$ cat config.mk
export PLATFORM = sky130hd
export DESIGN_NAME = comb_sweep_gen
export DESIGN_NICKNAME = d
export VERILOG_FILES = /design/src/rtl/comb_sweep_gen.sv
export SDC_FILE = /design/constraint.sdc
export NUM_CORES = 1
export LEC_CHECK = 0
export ABC_AREA = 0
export CAP_MARGIN = 20
export CORE_MARGIN = 2
export CORE_UTILIZATION = 55
export DETAILED_ROUTE_END_ITERATION = 8
export DONT_BUFFER_PORTS = 1
export PLACE_DENSITY_LB_ADDON = 0.05
export SLEW_MARGIN = 20
export SYNTH_ARGS = -nofsm -noshare
export SYNTH_HDL_FRONTEND = slang
export SYNTH_SLANG_ARGS = --single-unit
$ cat constraint.sdc
create_clock -name clk -period 2.3 [get_ports clk]
set_input_delay 0.115 -clock clk [delete_from_list [all_inputs] [get_ports clk]]
set_output_delay 0.115 -clock clk [all_outputs]
set_load 0.01 [all_outputs]
$ cat src/rtl/comb_sweep_gen.sv
`default_nettype none
// ============================================================================
// Module  : comb_sweep_gen
// Purpose : Applies every 2^IN_W input vector to a combinational block and
//           folds the sampled responses into a MISR signature. Define
//           COMB_SWEEP_GOLDEN_EN to add expected-response mismatch tracking.
// Revision: 1.0 - initial release
// ============================================================================
module comb_sweep_gen #(
    parameter int              IN_W   = 4,
    parameter int              OUT_W  = 1,
    parameter int              SETTLE = 1,
    parameter int              SIG_W  = 16,
    parameter logic [SIG_W-1:0] POLY  = 16'h1021,
    parameter logic [SIG_W-1:0] SEED  = 16'h0000
) (
    input  logic             clk,
    input  logic             reset,
    input  logic             start,
    output logic [IN_W-1:0]  a,
    input  logic [OUT_W-1:0] y,
    output logic [IN_W-1:0]  vn,
    output logic             busy,
    output logic             done,
    output logic [SIG_W-1:0] signature
`ifdef COMB_SWEEP_GOLDEN_EN
    ,
    input  logic [OUT_W-1:0] yeta,
    output logic [15:0]      err_count,
    output logic [IN_W-1:0]  first_fail
`endif
);

    typedef enum logic [1:0] {
        S_IDLE   = 2'd0,
        S_WAIT   = 2'd1,
        S_SAMPLE = 2'd2,
        S_DONE   = 2'd3
    } state_t;

    localparam logic [IN_W-1:0] C_A_LAST   = '1;
    localparam logic [7:0]      C_CNT_INIT = 8'(SETTLE - 1);

    state_t           state_q;
    logic [IN_W-1:0]  a_q;
    logic [7:0]       cnt_q;
    logic             busy_q;
    logic             done_q;
    logic [SIG_W-1:0] sig_q;
    logic [SIG_W-1:0] sig_d;

    // Shift-left MISR step with polynomial feedback on the outgoing MSB.
    always_comb begin
        sig_d = {sig_q[SIG_W-2:0], 1'b0}
              ^ (sig_q[SIG_W-1] ? POLY : {SIG_W{1'b0}})
              ^ SIG_W'(y);
    end

`ifdef COMB_SWEEP_GOLDEN_EN
    logic [15:0]     err_q;
    logic [IN_W-1:0] ff_q;
    logic            w_mismatch;

    assign w_mismatch = (y != yeta);
    assign err_count  = err_q;
    assign first_fail = ff_q;
`endif

    always_ff @(posedge clk) begin
        if (reset) begin
            state_q <= S_IDLE;
            a_q     <= '0;
            cnt_q   <= '0;
            busy_q  <= 1'b0;
            done_q  <= 1'b0;
            sig_q   <= SEED;
`ifdef COMB_SWEEP_GOLDEN_EN
            err_q   <= '0;
            ff_q    <= '0;
`endif
        end else begin
            case (state_q)
                S_IDLE, S_DONE: begin
                    if (start) begin
                        a_q     <= '0;
                        sig_q   <= SEED;
                        done_q  <= 1'b0;
                        busy_q  <= 1'b1;
                        cnt_q   <= C_CNT_INIT;
                        state_q <= S_WAIT;
`ifdef COMB_SWEEP_GOLDEN_EN
                        err_q   <= '0;
                        ff_q    <= '0;
`endif
                    end
                end
                S_WAIT: begin
                    if (cnt_q == 8'd0) begin
                        state_q <= S_SAMPLE;
                    end else begin
                        cnt_q <= cnt_q - 8'd1;
                    end
                end
                S_SAMPLE: begin
                    sig_q <= sig_d;
`ifdef COMB_SWEEP_GOLDEN_EN
                    if (w_mismatch) begin
                        if (err_q != 16'hFFFF) begin
                            err_q <= err_q + 16'd1;
                        end
                        if (err_q == 16'd0) begin
                            ff_q <= a_q;
                        end
                    end
`endif
                    if (a_q == C_A_LAST) begin
                        state_q <= S_DONE;
                        busy_q  <= 1'b0;
                        done_q  <= 1'b1;
                    end else begin
                        a_q     <= a_q + 1'b1;
                        cnt_q   <= C_CNT_INIT;
                        state_q <= S_WAIT;
                    end
                end
                default: state_q <= S_IDLE;
            endcase
        end
    end

    assign a         = a_q;
    assign vn        = a_q;
    assign busy      = busy_q;
    assign done      = done_q;
    assign signature = sig_q;

endmodule
`default_nettype wire
==> metrics.log, run 1 <==
[metrics] type of the setup path with the least slack: reg2reg
[metrics] number of enable flip-flop cells after synthesis: 0
[metrics] Placement Cell Area: 1450 um^2
[metrics] Fmax achieved: a little under 500 MHz
[metrics] Max Buffers Root-to-Sink: 2
[metrics] Final Max Tran Viols: 0
[metrics] minimum clock period: a little over 2 ns
[metrics] die height: about 56 um
[metrics] Hold Path Cell Cnt: 3
[metrics] number of clock buffers inserted by TritonCTS: 5
[metrics] Post-Syn Area per Cell: between 8 and 9 um^2
[metrics] hold buffer count at cts: 1
[metrics] capture instance of the worst register-to-register path: a[1]$_SDFFE_PP0P_
[metrics] PnR worst setup slack: 0.251 ns
[metrics] Port-buffer cells: 0
[metrics] Relative slew margins: 44.0%
[metrics] type of the tightest min-delay check: in2reg
[metrics] most instantiated cells after synthesis: dfxtp_1 (32), nor2_1 (26), a22oi_1 (16)
[metrics] DR WL/cell: 14.5 um
[metrics] Post-Syn Instances: around 170
[metrics] share of the clock period used by the worst path after layout: between 80% and 90%
[metrics] I/O pin count: 30
[metrics] nature of the critical path startpoint: flip-flop
[metrics] Vias per Instance: a little under 6
[metrics] post-detailed-placement half-perimeter wirelength: 1.99 mm
[metrics] antenna violations before repair: 0
[metrics] count of yosys warnings during synthesis: 0
[metrics] number of global-route vias before repair: 1053
[metrics] setup repair after global routing missed its margin: no
[metrics] deepest level of the CTS H-tree: 2
[metrics] Clock Skews: roughly 0.004 ns
[metrics] cell with the most instances after synthesis: dfxtp_1
[metrics] final setup TNS: 0 ns
[metrics] Initial DRC Count: 33
[metrics] run status: finished, final reports clean
[metrics] Synth area leader: dfxtp_1
[metrics] max capacitance violation total: 0
[metrics] sink count of the clock tree: 32
[metrics] leakage: about 0.61 nW
[metrics] DIE AREA: between 3000 and 4000 um^2
[metrics] final setup violation count: 0
[metrics] Clk pwr share: 25.5%
[metrics] register-to-register setup slack: 0.25 ns
[metrics] clock tree from TritonCTS: built
[metrics] launch point of the worst hold path: reset
[metrics] DRC errors left: 0
[metrics] number of nets in the synthesized netlist: 183
[metrics] post-cts resize count: 0
[metrics] unique cell type count in the Yosys netlist: 36
[metrics] die width: 55.8 um
[metrics] overall power of the completed layout: between 1.5 and 2 mW
[metrics] Total Nets Final: approximately 180
[metrics] worst-margin pin slew: ~0.84 ns
[metrics] Sequential Power Share: between 30% and 40%
[metrics] filler instances: roughly 230
[metrics] weighted congestion reported at the end of routability-driven placement: approximately 0.79
[metrics] depth of the most critical reg-to-reg path: 6
[metrics] effective utilization at floorplan: between 50% and 60%
[metrics] most frequently used flop master after synthesis: dfxtp_1
[metrics] row count: 18
[metrics] global router's overall resource usage: 19.9%
[metrics] Max rail drop VDD: 0.000751 V
[metrics] share of flip-flops with an asynchronous set or reset after synthesis: 0%
[metrics] data arrival time of the critical path: between 2 and 2.5 ns
[metrics] summed instance area of the synthesized netlist: 1480 um^2
[metrics] Worst setup EP type: flip-flop
[metrics] maximum fanout along the worst path: 17
[metrics] global-route wire length before repair: 4.90 mm
[metrics] setup bufs post-CTS: 0
[metrics] first drt pass iteration count: 6
[metrics] synthesis-to-finish area growth: 5.43%
[metrics] number of flip-flops and latches in the synthesized netlist: 32
[metrics] share of final-layout standard cells stronger than drive strength 1: around 7.6%
[metrics] worst slack at placement: ~0.32 ns
[metrics] switching pwr: between 600 and 700 uW
[metrics] Power Dens Cells: 1220 nW/um^2
[metrics] clock root buffer: clkbuf_4
[metrics] data required time of the worst path: roughly 2.6 ns
[metrics] GRT overflow: 0
[metrics] Synth area leaders: dfxtp_1 (43%), a22oi_1 (8.1%), nor2_1 (6.6%)
[metrics] final-report hold violation count: 0
[metrics] reg-to-reg critical path startpoint: state_q[0]$_SDFFE_PP0P_
[metrics] sequential element share of the synthesized area: a little over two fifths
[metrics] number of routed nets with antenna violations: 0
[metrics] pin count of the biggest net entering global routing: 25
[metrics] Comb power frac: approximately 38%
[metrics] diodes inserted: 0
[metrics] clock transition at the registers of the reported paths: approximately 0.10 ns
[metrics] destination of the worst hold path: a[3]$_SDFFE_PP0P_
[metrics] sw frac: 36.3%
[metrics] Layout Cell Area excl Fill: 1560 um^2
[metrics] internal power component: roughly 1.2 mW
[metrics] Std-Cell Core Area: 2500 um^2
[metrics] total wirelength of the detailed-routed design: ~2.9 mm
[metrics] clock latency of the later-clocked register in the worst-skew pair: about 0.33 ns
[metrics] routed via count: ~1200
[metrics] tightest hold margin: 0.0538 ns
[metrics] share of the synthesized area in the top cell type: about 43%
flip-flops by register name, indices dropped and copies added (netlist names):
| name | cells |
|---|---|
| cnt_q | 8 |
| state_q | 2 |
| a | 4 |
| busy | 1 |
| done | 1 |
| signature | 16 |
per-layer routing:
metal,vias to the layer above,global-route usage [%],share of wire [%]
met2,27,29.1,44
li1,606,-,-
met4,0,7.32,1.3
met5,-,0,0
met1,553,26.1,48
met3,5,8.60,5.9
worst max path at each step:
stage	from	to	slack [ns]	cells past startpoint
after floorplan	state_q[0]$_SDFFE_PP0P_	cnt_q[7]$_SDFFE_PP0P_	0.49	7
after global placement	state_q[0]$_SDFFE_PP0P_	a[1]$_SDFFE_PP0P_	0.43	6
after detailed placement	state_q[0]$_SDFFE_PP0P_	a[1]$_SDFFE_PP0P_	0.32	6
after CTS	state_q[0]$_SDFFE_PP0P_	a[1]$_SDFFE_PP0P_	0.28	6
after global routing	state_q[0]$_SDFFE_PP0P_	a[1]$_SDFFE_PP0P_	0.08	6
final	state_q[0]$_SDFFE_PP0P_	a[1]$_SDFFE_PP0P_	0.25	6
layout by cell type (no fill, tap or decap), types with 2 or more instances in the layout:
master,n
dfxtp_1,32
nor2_1,26
a22oi_1,16
a21oi_1,14
o21ai_0,10
inv_1,7
nand2_1,7
ha_1,6
nor3_1,5
clkbuf_4,5
nand4_1,4
or3_1,4
xor2_1,3
o31ai_1,3
and2_1,2
a211oi_1,2
nand3_1,2
or4_1,2
clkbuf_8,2
buf_4,2
cell families after synthesis:
family	Yosys count	share of synthesized area, %
compound gates	48	20.4
xor+xnor	4	2.38
fa+ha+maj	6	5.09
buf+inv	21	7.04
flops	32	43.4
mux	1	0.679
simple gates	61	21.0
per-stage QoR:
stage	utilization, %	std cells
2_1_floorplan	-	173
3_3_place_gp	58.0	191
3_5_place_dp	58.0	191
4_1_cts	62.2	200
5_1_grt	62.2	200
6_report	62.2	200
worst max-delay path: stages, from the launching register on:
cell	delay [ns]
dfxtp_1	0.38
inv_1	0.07
ha_1	0.38
nand2b_1	0.26
and2_1	0.57
nand3b_1	0.16
a21oi_1	0.16
area by class of cell:
| class | instances | area [um^2] | area share (%) |
|---|---|---|---|
| inverters | 7 | 26.3 | 1.69 |
| well taps | 30 | 37.5 | 2.41 |
| clock inverters | 1 | 30.0 | 1.93 |
| multi-input cells | 120 | 731 | 47.0 |
| repair buffers | 3 | 25.0 | 1.61 |
| flip-flops and latches | 32 | 641 | 41.2 |
| clock buffers | 7 | 65.1 | 4.18 |
power groups by stage:
stage          logic (mW)  clock network (mW)  registers (mW)
6_report            0.710               0.482           0.701
5_1_grt             0.817               0.510           0.716
4_1_cts             0.708               0.489           0.700
3_5_place_dp        0.696                   0           0.713
3_3_place_gp        0.673                   0           0.710
2_1_floorplan       0.615                   0           0.696
No activity file was read; power rests on OpenSTA's default activity.
==> inputs of run 2 (changes only) <==
--- a/config.mk
+++ b/config.mk
@@ -8,7 +8,7 @@
 export ABC_AREA = 0
 export CAP_MARGIN = 20
 export CORE_MARGIN = 2
-export CORE_UTILIZATION = 55
+export CORE_UTILIZATION = 61
 export DETAILED_ROUTE_END_ITERATION = 8
 export DONT_BUFFER_PORTS = 1
 export PLACE_DENSITY_LB_ADDON = 0.05
==> metrics.log, run 2 (same netlist as run 1, synthesis figures left out) <==
[metrics] Total Nets Final: 181 (+1.1%)
[metrics] Placement Cell Area: 1460 um^2 (+0.86%)
[metrics] worst-path cell with the longest stage delay: or4_1
[metrics] sink count of the clock tree: 32 (unchanged)
[metrics] pin count of the biggest net entering global routing: 25 (unchanged)
[metrics] clock tree from TritonCTS: built
[metrics] die height: 53.2 um (-4.7%)
[metrics] Hold Path Cell Cnt: 3 (unchanged)
[metrics] effective utilization at floorplan: 65.4% (+6.4 points)
[metrics] type of the setup path with the least slack: reg2reg
[metrics] Vias per Instance: 6.26 (+5.1%)
[metrics] nature of the critical path startpoint: flip-flop
[metrics] clock transition at the registers of the reported paths: 0.10 ns (about the same)
[metrics] filler instances: 203 (-9.8%)
[metrics] Relative slew margins: 44.8% (+0.76 points)
[metrics] DRC errors left: 0 (unchanged)
[metrics] Clock Skews: 0.00294 ns (-0.00105 ns)
[metrics] share of the clock period used by the worst path after layout: 82.1% (-6.9 points)
[metrics] top library cells by usage in the layout, fill and taps aside: dfxtp_1 (32), nor2_1 (26), a22oi_1 (16)
[metrics] max capacitance violation total: 0 (unchanged)
[metrics] Worst setup EP type: flip-flop
[metrics] GRT overflow: 0 (unchanged)
[metrics] Final Max Tran Viols: 0 (unchanged)
[metrics] maximum fanout along the worst path: 8 (-9)
[metrics] peak per-stage delay on the critical path: 0.42 ns (-0.15 ns)
[metrics] final setup TNS: 0 ns (unchanged)
[metrics] share of final-layout standard cells stronger than drive strength 1: 8.19% (+0.54 points)
[metrics] weighted congestion reported at the end of routability-driven placement: 0.785 (-0.71%)
[metrics] Layout Cell Area excl Fill: 1520 um^2 (-2.1%)
[metrics] run status: finished, final reports clean
[metrics] Power Dens Cells: 1130 nW/um^2 (-7.2%)
[metrics] Fmax achieved: 529 MHz (+8.5%)
[metrics] number of clock buffers inserted by TritonCTS: 5 (unchanged)
[metrics] data required time of the worst path: 2.58 ns (+0.02 ns)
[metrics] minimum clock period: 1.89 ns (-0.160 ns)
[metrics] global router's overall resource usage: 24.9% (+5.0 points)
[metrics] row count: 17 (-1)
[metrics] Std-Cell Core Area: 2250 um^2 (-9.8%)
[metrics] worst-margin pin slew: 0.825 ns (-0.0114 ns)
[metrics] post-detailed-placement half-perimeter wirelength: 2.05 mm (+2.8%)
[metrics] diodes inserted: 0 (unchanged)
[metrics] first drt pass iteration count: 4 (-2)
[metrics] flip-flop count of the largest register after layout: 16 (unchanged)
[metrics] Initial DRC Count: 31 (-6.1%)
[metrics] clock latency of the later-clocked register in the worst-skew pair: 0.34 ns (about the same)
[metrics] data arrival time of the critical path: 2.17 ns (-0.14 ns)
[metrics] Cell Count, Final, Fillers Out: 199 (-0.50%)
[metrics] number of routed nets with antenna violations: 0 (unchanged)
[metrics] Max Buffers Root-to-Sink: 2 (unchanged)
[metrics] type of the tightest min-delay check: in2reg
[metrics] routed via count: 1246 (+4.6%)
[metrics] final setup violation count: 0 (unchanged)
[metrics] final-report hold violation count: 0 (unchanged)
[metrics] hold buffer count at cts: 1 (unchanged)
[metrics] deepest level of the CTS H-tree: 2 (unchanged)
[metrics] Port-buffer cells: 0 (unchanged)
[metrics] setup repair after global routing missed its margin: no
[metrics] number of global-route vias before repair: 1145 (+8.7%)
[metrics] number of placed instances, taps included: 191 (unchanged)
[metrics] clock root buffer: clkbuf_4
[metrics] antenna violations before repair: 0 (unchanged)
[metrics] cell chain of the critical path: inv_1 > ha_1 > nand2b_1 > nand4_1 > or4_1 > a21oi_1
[metrics] global-route wire length before repair: 4.93 mm (+0.55%)
[metrics] DIE AREA: 2830 um^2 (-9.2%)
[metrics] total wirelength of the detailed-routed design: 2.98 mm (+2.5%)
[metrics] DR WL/cell: 15.0 um (+3.0%)
[metrics] core utilization of the finished layout: 67.5% (+5.3 points)
[metrics] die width: 53.2 um (-4.7%)
[metrics] leakage: 0.595 nW (-2.2%)
[metrics] Max rail drop VDD: 0.000681 V (-9.3%)
[metrics] depth of the most critical reg-to-reg path: 6 (unchanged)
[metrics] synthesis-to-finish area growth: 3.22%
[metrics] setup bufs post-CTS: 0 (unchanged)
[metrics] most frequent standard cell in the layout excluding fill and tap cells: dfxtp_1
[metrics] I/O pin count: 30 (unchanged)
[metrics] post-cts resize count: 0 (unchanged)
## run 2: power breakdown
part | total [mW] | switching (mW) | internal [mW]
Combinational | 0.720 | 0.429 | 0.290
Sequential | 0.699 | 0.0689 | 0.630
Clock | 0.303 | 0.192 | 0.111
## run 2: area by class of cell
type | count | area [um^2] | area share [%]
repair buffers | 5 | 40.0 | 2.63
clock buffers | 5 | 37.5 | 2.47
clock inverters | 2 | 12.5 | 0.822
multi-input cells | 120 | 731 | 48.0
well taps | 28 | 35.0 | 2.30
flip-flops and latches | 32 | 641 | 42.1
inverters | 7 | 26.3 | 1.73
## run 2: path summary, 6_finish.rpt
kind | start | end | slack [ns]
setup / recovery | state_q[0]$_SDFFE_PP0P_ | cnt_q[7]$_SDFFE_PP0P_ | 0.41
hold / removal | reset | a[3]$_SDFFE_PP0P_ | 0.03
setup reg to reg | state_q[0]$_SDFFE_PP0P_ | cnt_q[7]$_SDFFE_PP0P_ | 0.41
hold reg to reg | cnt_q[0]$_SDFFE_PP0P_ | cnt_q[0]$_SDFFE_PP0P_ | 0.48
## run 2: stage by stage
| step | total power [mW] | hold WS [ns] | worst slack, ns |
|---|---|---|---|
| floorplan | 1.31 | 0.373 | 0.495 |
| global placement | 1.39 | 0.187 | 0.525 |
| detailed placement | 1.42 | 0.189 | 0.442 |
| CTS | 1.72 | 0.0315 | 0.418 |
| global route | 1.85 | 0.0761 | 0.280 |
| finish | 1.72 | 0.0348 | 0.411 |
## run 2: layer usage
metal	wire (um)	vias up	global-route usage, %
met4	68	0	15.8
li1	-	614	-
met5	0	-	0
met2	1370	37	39.2
met1	1350	588	29.0
met3	186	7	7.91
## run 2: critical path, delay by kind of cell (launching register included)
kind	cells	cell delay (ns)
AND/OR/NAND/NOR	3	0.87
adder cells (fa/ha/maj)	1	0.38
flip-flops	1	0.37
AO/OA/AOI/OAI	1	0.14
buffers and inverters	1	0.07
